`src/rtl/key_tone_player.sv`:
```
// Key-triggered square-wave tone generator: the lowest newly pressed key selects a half-period,
// and the tone runs for a fixed duration (one-shot) or while its key stays down (hold).
module key_tone_player #(
  parameter int                            NUM_KEYS     = 4,
  parameter int                            IDX_W        = 2,
  parameter int                            SPK_W        = 8,
  parameter int                            CNT_W        = 18,
  parameter logic [NUM_KEYS*CNT_W-1:0]     HALF_PERIODS = {18'd138504, 18'd130548, 18'd123456, 18'd116279},
  parameter int                            DUR_W        = 27,
  parameter int                            DURATION     = 80000000
) (
  input  logic                clk,
  input  logic                rst,
  input  logic [NUM_KEYS-1:0] keys,
  input  logic                mode,
  output logic [SPK_W-1:0]    speaker,
  output logic                busy,
  output logic [IDX_W-1:0]    note
);

  localparam logic [DUR_W-1:0] DUR_LOAD = DUR_W'(DURATION - 1);

  logic [NUM_KEYS-1:0] keys_q;
  logic                spk_q, spk_d;
  logic                busy_q, busy_d;
  logic [IDX_W-1:0]    note_q, note_d;
  logic [CNT_W-1:0]    hc_q, hc_d;
  logic [DUR_W-1:0]    dc_q, dc_d;

  logic [NUM_KEYS-1:0] rise_s;
  logic                trig_s;
  logic [IDX_W-1:0]    trig_idx_s;
  logic                held_s;

  function automatic logic [CNT_W-1:0] half_period(input logic [IDX_W-1:0] idx);
    logic [CNT_W-1:0] hp;
    hp = HALF_PERIODS[CNT_W-1:0];
    for (int i = 0; i < NUM_KEYS; i++) begin
      if (idx == IDX_W'(i)) hp = HALF_PERIODS[i*CNT_W +: CNT_W];
    end
    return hp;
  endfunction

  // Scanning from the top down leaves the lowest set index as the winner.
  function automatic logic [IDX_W-1:0] lowest_idx(input logic [NUM_KEYS-1:0] vec);
    logic [IDX_W-1:0] idx;
    idx = '0;
    for (int i = NUM_KEYS - 1; i >= 0; i--) begin
      if (vec[i]) idx = IDX_W'(i);
    end
    return idx;
  endfunction

  function automatic logic key_level(input logic [NUM_KEYS-1:0] vec, input logic [IDX_W-1:0] idx);
    logic lvl;
    lvl = 1'b0;
    for (int i = 0; i < NUM_KEYS; i++) begin
      if (idx == IDX_W'(i)) lvl = vec[i];
    end
    return lvl;
  endfunction

  assign rise_s     = keys & ~keys_q;
  assign trig_s     = |rise_s;
  assign trig_idx_s = lowest_idx(rise_s);
  assign held_s     = key_level(keys, note_q);

  // Next-state: trigger first, then toggle, then termination (which overrides the toggle).
  always_comb begin
    spk_d  = spk_q;
    busy_d = busy_q;
    note_d = note_q;
    hc_d   = hc_q;
    dc_d   = dc_q;
    if (trig_s) begin
      note_d = trig_idx_s;
      busy_d = 1'b1;
      spk_d  = 1'b0;
      hc_d   = half_period(trig_idx_s) - CNT_W'(1);
      dc_d   = DUR_LOAD;
    end else if (busy_q) begin
      if (hc_q == '0) begin
        spk_d = ~spk_q;
        hc_d  = half_period(note_q) - CNT_W'(1);
      end else begin
        hc_d  = hc_q - CNT_W'(1);
      end
      if (!mode) begin
        if (dc_q == '0) begin
          busy_d = 1'b0;
          spk_d  = 1'b0;
        end else begin
          dc_d   = dc_q - DUR_W'(1);
        end
      end else begin
        if (!held_s) begin
          busy_d = 1'b0;
          spk_d  = 1'b0;
        end else begin
          busy_d = 1'b1;
        end
      end
    end else begin
      spk_d = 1'b0;
    end
  end

  // State registers with synchronous reset.
  always_ff @(posedge clk) begin
    if (rst) begin
      keys_q <= '0;
      spk_q  <= 1'b0;
      busy_q <= 1'b0;
      note_q <= '0;
      hc_q   <= '0;
      dc_q   <= '0;
    end else begin
      keys_q <= keys;
      spk_q  <= spk_d;
      busy_q <= busy_d;
      note_q <= note_d;
      hc_q   <= hc_d;
      dc_q   <= dc_d;
    end
  end

  assign speaker = {SPK_W{spk_q}};
  assign busy    = busy_q;
  assign note    = note_q;

endmodule

```
`config.mk`:
```
export PLATFORM = sky130hd
export DESIGN_NAME = key_tone_player
export DESIGN_NICKNAME = d
export VERILOG_FILES = /design/src/rtl/key_tone_player.sv
export SDC_FILE = /design/constraint.sdc
export NUM_CORES = 1
export LEC_CHECK = 0
export CORE_MARGIN = 4
export CORE_UTILIZATION = 50
export DETAILED_ROUTE_END_ITERATION = 16
export GPL_TIMING_DRIVEN = 0
export PLACE_DENSITY = 0.74
export SETUP_SLACK_MARGIN = 0.05
export SLEW_MARGIN = 20
export SYNTH_ARGS = -nofsm -noshare
export SYNTH_HDL_FRONTEND = slang
export SYNTH_SLANG_ARGS = --single-unit
```
`constraint.sdc`:
```
create_clock -name clk -period 2.98 [get_ports clk]
set_input_delay 0.298 -clock clk [delete_from_list [all_inputs] [get_ports clk]]
set_output_delay 0.298 -clock clk [all_outputs]
set_load 0.02 [all_outputs]
```
==> metrics.txt <==
# TYPE chip_impl_metric gauge
chip_impl_info{name="outcome",value="finished with violations"} 1
chip_impl_info{name="violated_checks",value="setup timing"} 1
chip_impl_metric{name="port_buffers",unit=""} 16
chip_impl_metric{name="max-clock-path-buffers",unit=""} 2
chip_impl_metric{name="period_share",unit=""} 1.02
chip_impl_info{name="critical_path.startpoint_type",value="flop"} 1
chip_impl_metric{name="worst_pin_slew",unit="ns"} 0.692
chip_impl_metric{name="grt_use_total",unit=""} 0.234
chip_impl_info{name="worst_hold_path_type",value="in -> reg"} 1
chip_impl_metric{name="path_max_fanout",unit=""} 8
chip_impl_metric{name="clock_sinks",unit=""} 53
chip_impl_metric{name="maxCapViolations",unit=""} 0
chip_impl_metric{name="fp.coreArea",unit="um2"} 6490
chip_impl_info{name="grt_setup_unrepaired",value="true"} 1
chip_impl_info{name="r2r_start",value="hc_q[12]"} 1
chip_impl_metric{name="avgViaCountPerCell",unit=""} 6.35
chip_impl_metric{name="critical_path_depth",unit=""} 14
chip_impl_metric{name="grt_start_max_net_pins",unit=""} 17
chip_impl_metric{name="drt-initial-drc-count",unit=""} 285
chip_impl_metric{name="drv_slew",unit=""} 0
chip_impl_metric{name="grt.overflow.total",unit=""} 0
chip_impl_metric{name="first_pass_iters",unit=""} 5
chip_impl_metric{name="final_core_utilization",unit=""} 0.621
chip_impl_metric{name="first_pass_grt_wire_length",unit="mm"} 15.8
chip_impl_metric{name="leakagePower",unit="nW"} 1.46
chip_impl_metric{name="cp_data_required_time",unit="ns"} 3.16
chip_impl_metric{name="postSynthRegisterBits",unit=""} 53
chip_impl_metric{name="post_route_cells_drive_above_1_share",unit=""} 0.179
chip_impl_metric{name="num_antenna_cells",unit=""} 0
chip_impl_metric{name="fmax",unit="MHz"} 330
chip_impl_metric{name="detailroute.via_count",unit=""} 3437
chip_impl_metric{name="cts.clk_slew.worst_paths",unit="ns"} 0.10
chip_impl_metric{name="cts-htree-levels",unit=""} 2
chip_impl_metric{name="skew",unit="ns"} 0.00467
chip_impl_metric{name="design.portCount",unit=""} 18
chip_impl_metric{name="hold_slack",unit="ns"} 0.438
chip_impl_metric{name="wire_per_inst",unit="um"} 18.4
chip_impl_metric{name="setup-violations-final",unit=""} 5
chip_impl_metric{name="starting_utilization_of_the_core_area",unit=""} 0.527
chip_impl_metric{name="number_of_antenna_violations_at_the_first_check_in_global_routing",unit=""} 0
chip_impl_metric{name="cts_inserted_buffers",unit=""} 5
chip_impl_metric{name="synth-seq-area-share",unit=""} 0.310
chip_impl_metric{name="remaining_drc_errors",unit=""} 0
chip_impl_metric{name="die_height",unit="um"} 90.7
chip_impl_metric{name="critPathBufInv",unit=""} 2
chip_impl_metric{name="netlist_instances",unit=""} 424
chip_impl_metric{name="dp_hpwl",unit="mm"} 7.11
chip_impl_metric{name="dieWidth",unit="um"} 90.7
chip_impl_metric{name="postSynthAreaPerCell",unit="um2"} 8.07
chip_impl_info{name="layout_common_cells",value="sky130_fd_sc_hd__nor2_1, sky130_fd_sc_hd__dfxtp_1, sky130_fd_sc_hd__a21oi_1"} 1
chip_impl_metric{name="synth-edff-count",unit=""} 0
chip_impl_metric{name="max_rail_drop_vdd",unit="mV"} 0.192
chip_impl_metric{name="clkLatencyLatePin",unit="ns"} 0.31
chip_impl_info{name="timing.critical_path.to_type",value="flop"} 1
chip_impl_info{name="timing.critical_path.slowest_stage_cell",value="sky130_fd_sc_hd__or4_4"} 1
chip_impl_metric{name="pwr_density_cell",unit="nW/um2"} 428
chip_impl_metric{name="crit_path_setup_slack_layout",unit="ns"} -0.0537
chip_impl_metric{name="core.rowCount",unit=""} 29
chip_impl_metric{name="ys.warnings.count",unit=""} 0
chip_impl_info{name="ys_dominant_reg_cell",value="sky130_fd_sc_hd__dfxtp_1"} 1
chip_impl_info{name="cp_cell_sequence",value="or4_4 > or4_4 > buf_8 > nor2_8 > buf_6 > a21oi_4 > nor2_1 > nor2_1 > ha_2 > o211ai_1 > a211o_1 > nor2_4 > a31oi_1 > nor4_2"} 1
chip_impl_metric{name="hold_violations",unit=""} 0
chip_impl_info{name="cts_tree",value="built"} 1
chip_impl_metric{name="num-nets-final",unit=""} 478
chip_impl_metric{name="timing.hold.worst_path_depth",unit=""} 2
chip_impl_metric{name="power",unit="mW"} 1.73
chip_impl_metric{name="synth.cell_area",unit="um2"} 3420
chip_impl_info{name="setup.worst_path.class",value="reg -> reg"} 1
chip_impl_metric{name="yosys.cell_types.count",unit=""} 79
chip_impl_info{name="crit_family",value="simple AND/OR/NAND/NOR gates"} 1
chip_impl_metric{name="postRouteAntennaNets",unit=""} 0
chip_impl_metric{name="slowest_stage_delay_on_critical_path",unit="ns"} 0.53
chip_impl_metric{name="layout_min_cycle_time",unit="ns"} 3.03
chip_impl_metric{name="worst_r2r_path_depth",unit=""} 14
chip_impl_metric{name="routabilityCongestion",unit=""} 0.966
chip_impl_metric{name="areaGrowthSynthToFinish",unit="%"} 17.9
chip_impl_metric{name="post_cts_hold_buffer_count",unit=""} 0
chip_impl_metric{name="synth_async_sr_flop_share",unit=""} 0
chip_impl_metric{name="slew_headroom",unit=""} 0.534
chip_impl_metric{name="first_global_vias",unit=""} 3248
chip_impl_info{name="timing.critical_path.from",value="hc_q[12]"} 1
chip_impl_metric{name="finalWirelength",unit="mm"} 9.94
chip_impl_metric{name="die_area",unit="um2"} 8230
chip_impl_metric{name="critical_path_arrival",unit="ns"} 3.21
chip_impl_info{name="master_cell_of_the_clock_root_buffer",value="sky130_fd_sc_hd__clkbuf_8"} 1
chip_impl_metric{name="synth.net_count",unit=""} 439
chip_impl_info{name="hold_path_startpoint",value="rst"} 1
path summary, 6_finish.rpt:
check	slack [ns]	to
worst max-delay path	-0.05	hc_q[16]
worst min register to register	0.52	dc_q[7]
worst min-delay path	0.44	keys_q[3]
worst max register to register	-0.05	hc_q[16]
sequential cells by signal, summed over array words and instances (netlist names):
signal / flops
dc_q: 27
hc_q: 18
keys_q: 4
note: 2
busy: 1
spk_q: 1
layer usage:
metal | global-route usage | part of all wire | vias to the layer above
met5 | 0 | 0 | -
met4 | 0.122 | 0.039 | 0
met3 | 0.0367 | 0.066 | 47
met2 | 0.403 | 0.49 | 156
met1 | 0.279 | 0.40 | 1604
li1 | - | - | 1630
synth_stat cells (2+ instances only):
master | instances | area (um2)
sky130_fd_sc_hd__dfxtp_1 | 53 | 1060
sky130_fd_sc_hd__nor2_1 | 52 | 195
sky130_fd_sc_hd__a21oi_1 | 34 | 170
sky130_fd_sc_hd__nand2_1 | 25 | 93.8
sky130_fd_sc_hd__nor3_1 | 21 | 105
sky130_fd_sc_hd__xor2_1 | 16 | 140
sky130_fd_sc_hd__clkbuf_1 | 14 | 52.6
sky130_fd_sc_hd__o21ai_0 | 14 | 70.1
sky130_fd_sc_hd__nand3_1 | 13 | 65.1
sky130_fd_sc_hd__xnor2_1 | 13 | 114
sky130_fd_sc_hd__nor2b_1 | 10 | 62.6
sky130_fd_sc_hd__or3_1 | 10 | 62.6
sky130_fd_sc_hd__buf_4 | 8 | 60.1
sky130_fd_sc_hd__ha_1 | 8 | 100
sky130_fd_sc_hd__nand2b_1 | 8 | 50.1
sky130_fd_sc_hd__nor4_1 | 8 | 50.1
sky130_fd_sc_hd__or4_1 | 8 | 60.1
sky130_fd_sc_hd__inv_1 | 7 | 26.3
sky130_fd_sc_hd__o31ai_1 | 6 | 45.0
sky130_fd_sc_hd__a211oi_1 | 5 | 37.5
sky130_fd_sc_hd__buf_2 | 5 | 25.0
sky130_fd_sc_hd__nand4_1 | 5 | 31.3
sky130_fd_sc_hd__a311oi_1 | 4 | 35.0
sky130_fd_sc_hd__a31oi_1 | 4 | 25.0
sky130_fd_sc_hd__a211o_1 | 3 | 26.3
sky130_fd_sc_hd__and3_1 | 3 | 18.8
sky130_fd_sc_hd__nand3b_1 | 3 | 22.5
sky130_fd_sc_hd__o22ai_1 | 3 | 18.8
sky130_fd_sc_hd__a31o_2 | 2 | 17.5
sky130_fd_sc_hd__and2_1 | 2 | 12.5
sky130_fd_sc_hd__buf_6 | 2 | 22.5
sky130_fd_sc_hd__mux2i_1 | 2 | 20.0
sky130_fd_sc_hd__nor3b_1 | 2 | 15.0
sky130_fd_sc_hd__o311ai_1 | 2 | 17.5
sky130_fd_sc_hd__o41ai_1 | 2 | 17.5
sky130_fd_sc_hd__or2_2 | 2 | 12.5
sky130_fd_sc_hd__or2b_1 | 2 | 15.0
sky130_fd_sc_hd__or4_4 | 2 | 22.5
logic make-up (layout without fill, tap and decap cells):
kind of cell             count (synthesis)  after routing  share of synthesized area
AO/OA/AOI/OAI                          104            104                      0.211
AND/OR/NAND/NOR                        190            190                      0.312
buffers and inverters                   38             78                     0.0567
multiplexers                             2              2                    0.00585
adder cells (fa/ha/maj)                  8              8                     0.0293
XOR/XNOR                                29             29                     0.0742
flip-flops                              53             53                      0.310
stage by stage:
step                instances  setup TNS, ns  worst slack, ns  instance area, um2
finish                    541         -0.170          -0.0537                4030
floorplan                 424              0           0.0675                3420
detailed placement        517          -8.56           -0.946                3680
global route              541         -0.957           -0.157                4030
global placement          517          -8.65           -0.952                3680
CTS                       534        -0.0832          -0.0303                3890
power by group:
| part | leakage [nW] | switching (mW) | internal, mW |
|---|---|---|---|
| Combinational | 0.973 | 0.281 | 0.201 |
| Sequential | 0.441 | 0.0641 | 0.759 |
| Clock | 0.0456 | 0.253 | 0.168 |
| Total | 1.46 | 0.598 | 1.13 |
what timing repair did:
item                                    CTS  global route
gates cloned                              0             0
pin swaps                                 7             7
endpoints found under the setup margin   12            10
buffers inserted                          9             7
gates resized for setup                  22            26
final cells by class:
type                    instances  area (um2)
flip-flops and latches         53        1060
clock buffers                   6        72.6
plain buffers                  30         188
inverters                       8        30.0
clock inverters                 2        13.8
fillers                       556        2460
well taps                      77        96.3
multi-input cells             333        2280
repair buffers                 32         288
(Power assumes the default switching activity.)
==> patch: new RTL, same flow settings <==
Register the output `speaker`; this adds one clock of latency there. The other outputs are not delayed to match.
--- a/src/rtl/key_tone_player.sv
+++ b/src/rtl/key_tone_player.sv
@@ -126,3 +126,5 @@
 
-  assign speaker = {SPK_W{spk_q}};
+  always_ff @(posedge clk) begin
+    speaker <= {SPK_W{spk_q}};
+  end
   assign busy    = busy_q;
Formal check against the unedited RTL: no difference found for any inputs over 10 cycles, from zero or initial values and one cycle with rst high; that may be too few to reach the edited logic, so the function may still have changed.
==> patch against the original RTL <==
  * Worst hold slack got worse by 0.11 ns
  * Sequential cell count rose by 1
  * Wire length rose by 2.7%
  * Area after synthesis rose by 0.37%
  * Critical path type unchanged
  * The run still ends with negative setup slack left
  * Global-route usage rose by 0.88 points
  * Largest power group unchanged
  * Total power rose by 7.3%
  * Setup slack improved by 0.0040 ns
  * Final area rose by 2.2%
==> patch: results (changes against the original RTL) <==
| Metric | Value |
|---|---|
| Initial antenna violation count | 0 (unchanged) |
| Most used DFF post-synth | dfxtp_1 (unchanged) |
| Ys Warns | 0 (unchanged) |
| First-pass GRT wire length | 16,400 um (was 15,800 um) |
| GP Congestion | 1.00 (was 0.966) |
| Status | finished with violations (unchanged) |
| Final wirelength | 10,200 um (was 9940 um) |
| Port Buffer Count | 16 (unchanged) |
| Most frequent cells after synthesis | dfxtp_1, nor2_1, a21oi_1 (unchanged) |
| Net Count, Synth | 439 (unchanged) |
| Max layer used | met4 (unchanged) |
| Static leakage | 1.51 nW (was 1.46 nW) |
| CP max stage delay | 0.53 ns (about the same) |
| GR Util All Layers | 24.3% (was 23.4%) |
| Largest net degree at the start of global routing | 18 (was 17) |
| Vias in the first global route | 3,306 (was 3,248) |
| M1 WL | 4120 um (was 4000 um) |
| Detailed placement HPWL | 7270 um (was 7110 um) |
| Clk root buf | clkbuf_8 (unchanged) |
| Final Net Count | 484 (was 478) |
| Hold/Removal Path Class | input port to register (unchanged) |
| TritonCTS Buffers | 5 (unchanged) |
| Layout cells sized above 1 | 18.7% (was 17.9%) |
| Peak VDD IR | 0.000263 V (was 0.000192 V) |
| Diode count | 0 (unchanged) |
| CTS Buffer Depth | 2 (unchanged) |
| Min-delay src | keys[3] (was rst) |
| Failing checks | negative setup slack (unchanged) |
| CTS clk-pin slew, worst paths | 0.10 ns (about the same) |
| Endpoints failing setup | 4 (was 5) |
| Fill cell count | 592 (was 556) |
| CP max FO | 4 (was 8) |
| # placed instances | 517 (unchanged) |
| Slew margin rel. | 47.1% (was 53.4%) |
| Setup slack after layout | -0.0497 ns (was -0.0537 ns) |
| Fin Clk Skew | 0.0127 ns (was 0.00467 ns) |
| Vias per Instance | 6.45 (was 6.35) |
| DRT iter0 DRCs | 328 (was 285) |
| Async set-reset flop share out of synthesis | 0% (unchanged) |
| Arr. time, crit path | 3.28 ns (was 3.21 ns) |
| Met2 WL | 4920 um (was 4900 um) |
| Crit path kind | register to register (unchanged) |
| DR WL/cell | 18.7 um (was 18.4 um) |
| Max-Cap Viols | 0 (unchanged) |
| Synth area leaders | dfxtp_1, nor2_1, a21oi_1, xor2_1, xnor2_1 (unchanged) |
| Sequential element share of the synthesized area | 31.5% (was 31.0%) |
| DRT Pass-1 Iters | 5 (unchanged) |
| Met3 wire len | 764 um (was 655 um) |
| Slowest stage cell, crit path | or4_4 (unchanged) |
| Largest regs | dc_q: 27 flops, hc_q: 18 flops, keys_q: 4 flops (unchanged) |
| Placed cell areas | 3690 um2 (was 3680 um2) |
patch: report_power, final:
part           internal [mW]  switching, mW
Clock                  0.277          0.253
Combinational          0.203          0.285
Sequential             0.772         0.0627
Total                   1.25          0.601
patch: worst reg2reg max path, delay by kind of cell, from the launching register on:
family | cells | cell delay (ns)
simple gates | 7 | 1.38
flops | 1 | 0.35
fa+ha+maj | 1 | 0.19
buf+inv | 3 | 0.42
compound gates | 4 | 0.64
patch: layout make-up:
cell class	count	area (um2)	share of cell area, %
multi-input cells	334	2280	55.5
flip-flops and latches	54	1080	26.3
repair buffers	37	324	7.87
plain buffers	29	180	4.37
well taps	77	96.3	2.34
clock buffers	6	82.6	2.00
clock inverters	2	38.8	0.941
inverters	8	30.0	0.729
patch: repair_timing:
action	4_1_cts	5_1_grt
pin swaps	4	9
resized for setup	27	15
cloned	0	1
buffers inserted	7	14
endpoints found under the setup margin	12	10
patch: cell families (layout without fill, tap and decap cells):
logic type	Yosys count	after routing	synth area share, %
AND/OR/NAND/NOR	190	191	31.1
adder cells (fa/ha/maj)	8	8	2.92
AO/OA/AOI/OAI	104	104	21.1
flip-flops	54	54	31.5
multiplexers	2	2	0.583
XOR/XNOR	29	29	7.40
buffers and inverters	37	82	5.43
patch: through the flow:
stage	total power, mW	setup WS [ns]	setup TNS [ns]
finish	1.85	-0.0497	-0.0954
global route	1.93	-0.154	-0.615
CTS	1.80	0.00229	0
detailed placement	1.25	-0.962	-8.88
global placement	1.24	-0.913	-8.51
floorplan	1.13	0.0675	0
patch: final timing paths:
check | depth (start not counted) | slack (ns) | endpoint
max | 15 | -0.05 | hc_q[14]$_SDFFE_PP0P_
min | 2 | 0.33 | keys_q[3]$_SDFF_PP0_
max reg2reg | 15 | -0.05 | hc_q[14]$_SDFFE_PP0P_
min reg2reg | 0 | 0.38 | speaker[0]$_DFF_P_
patch: routing by layer:
layer	GRT usage, %	vias up
met2	40.5	182
met5	0	-
met4	11.4	0
met1	30.2	1664
met3	4.58	45
li1	-	1637
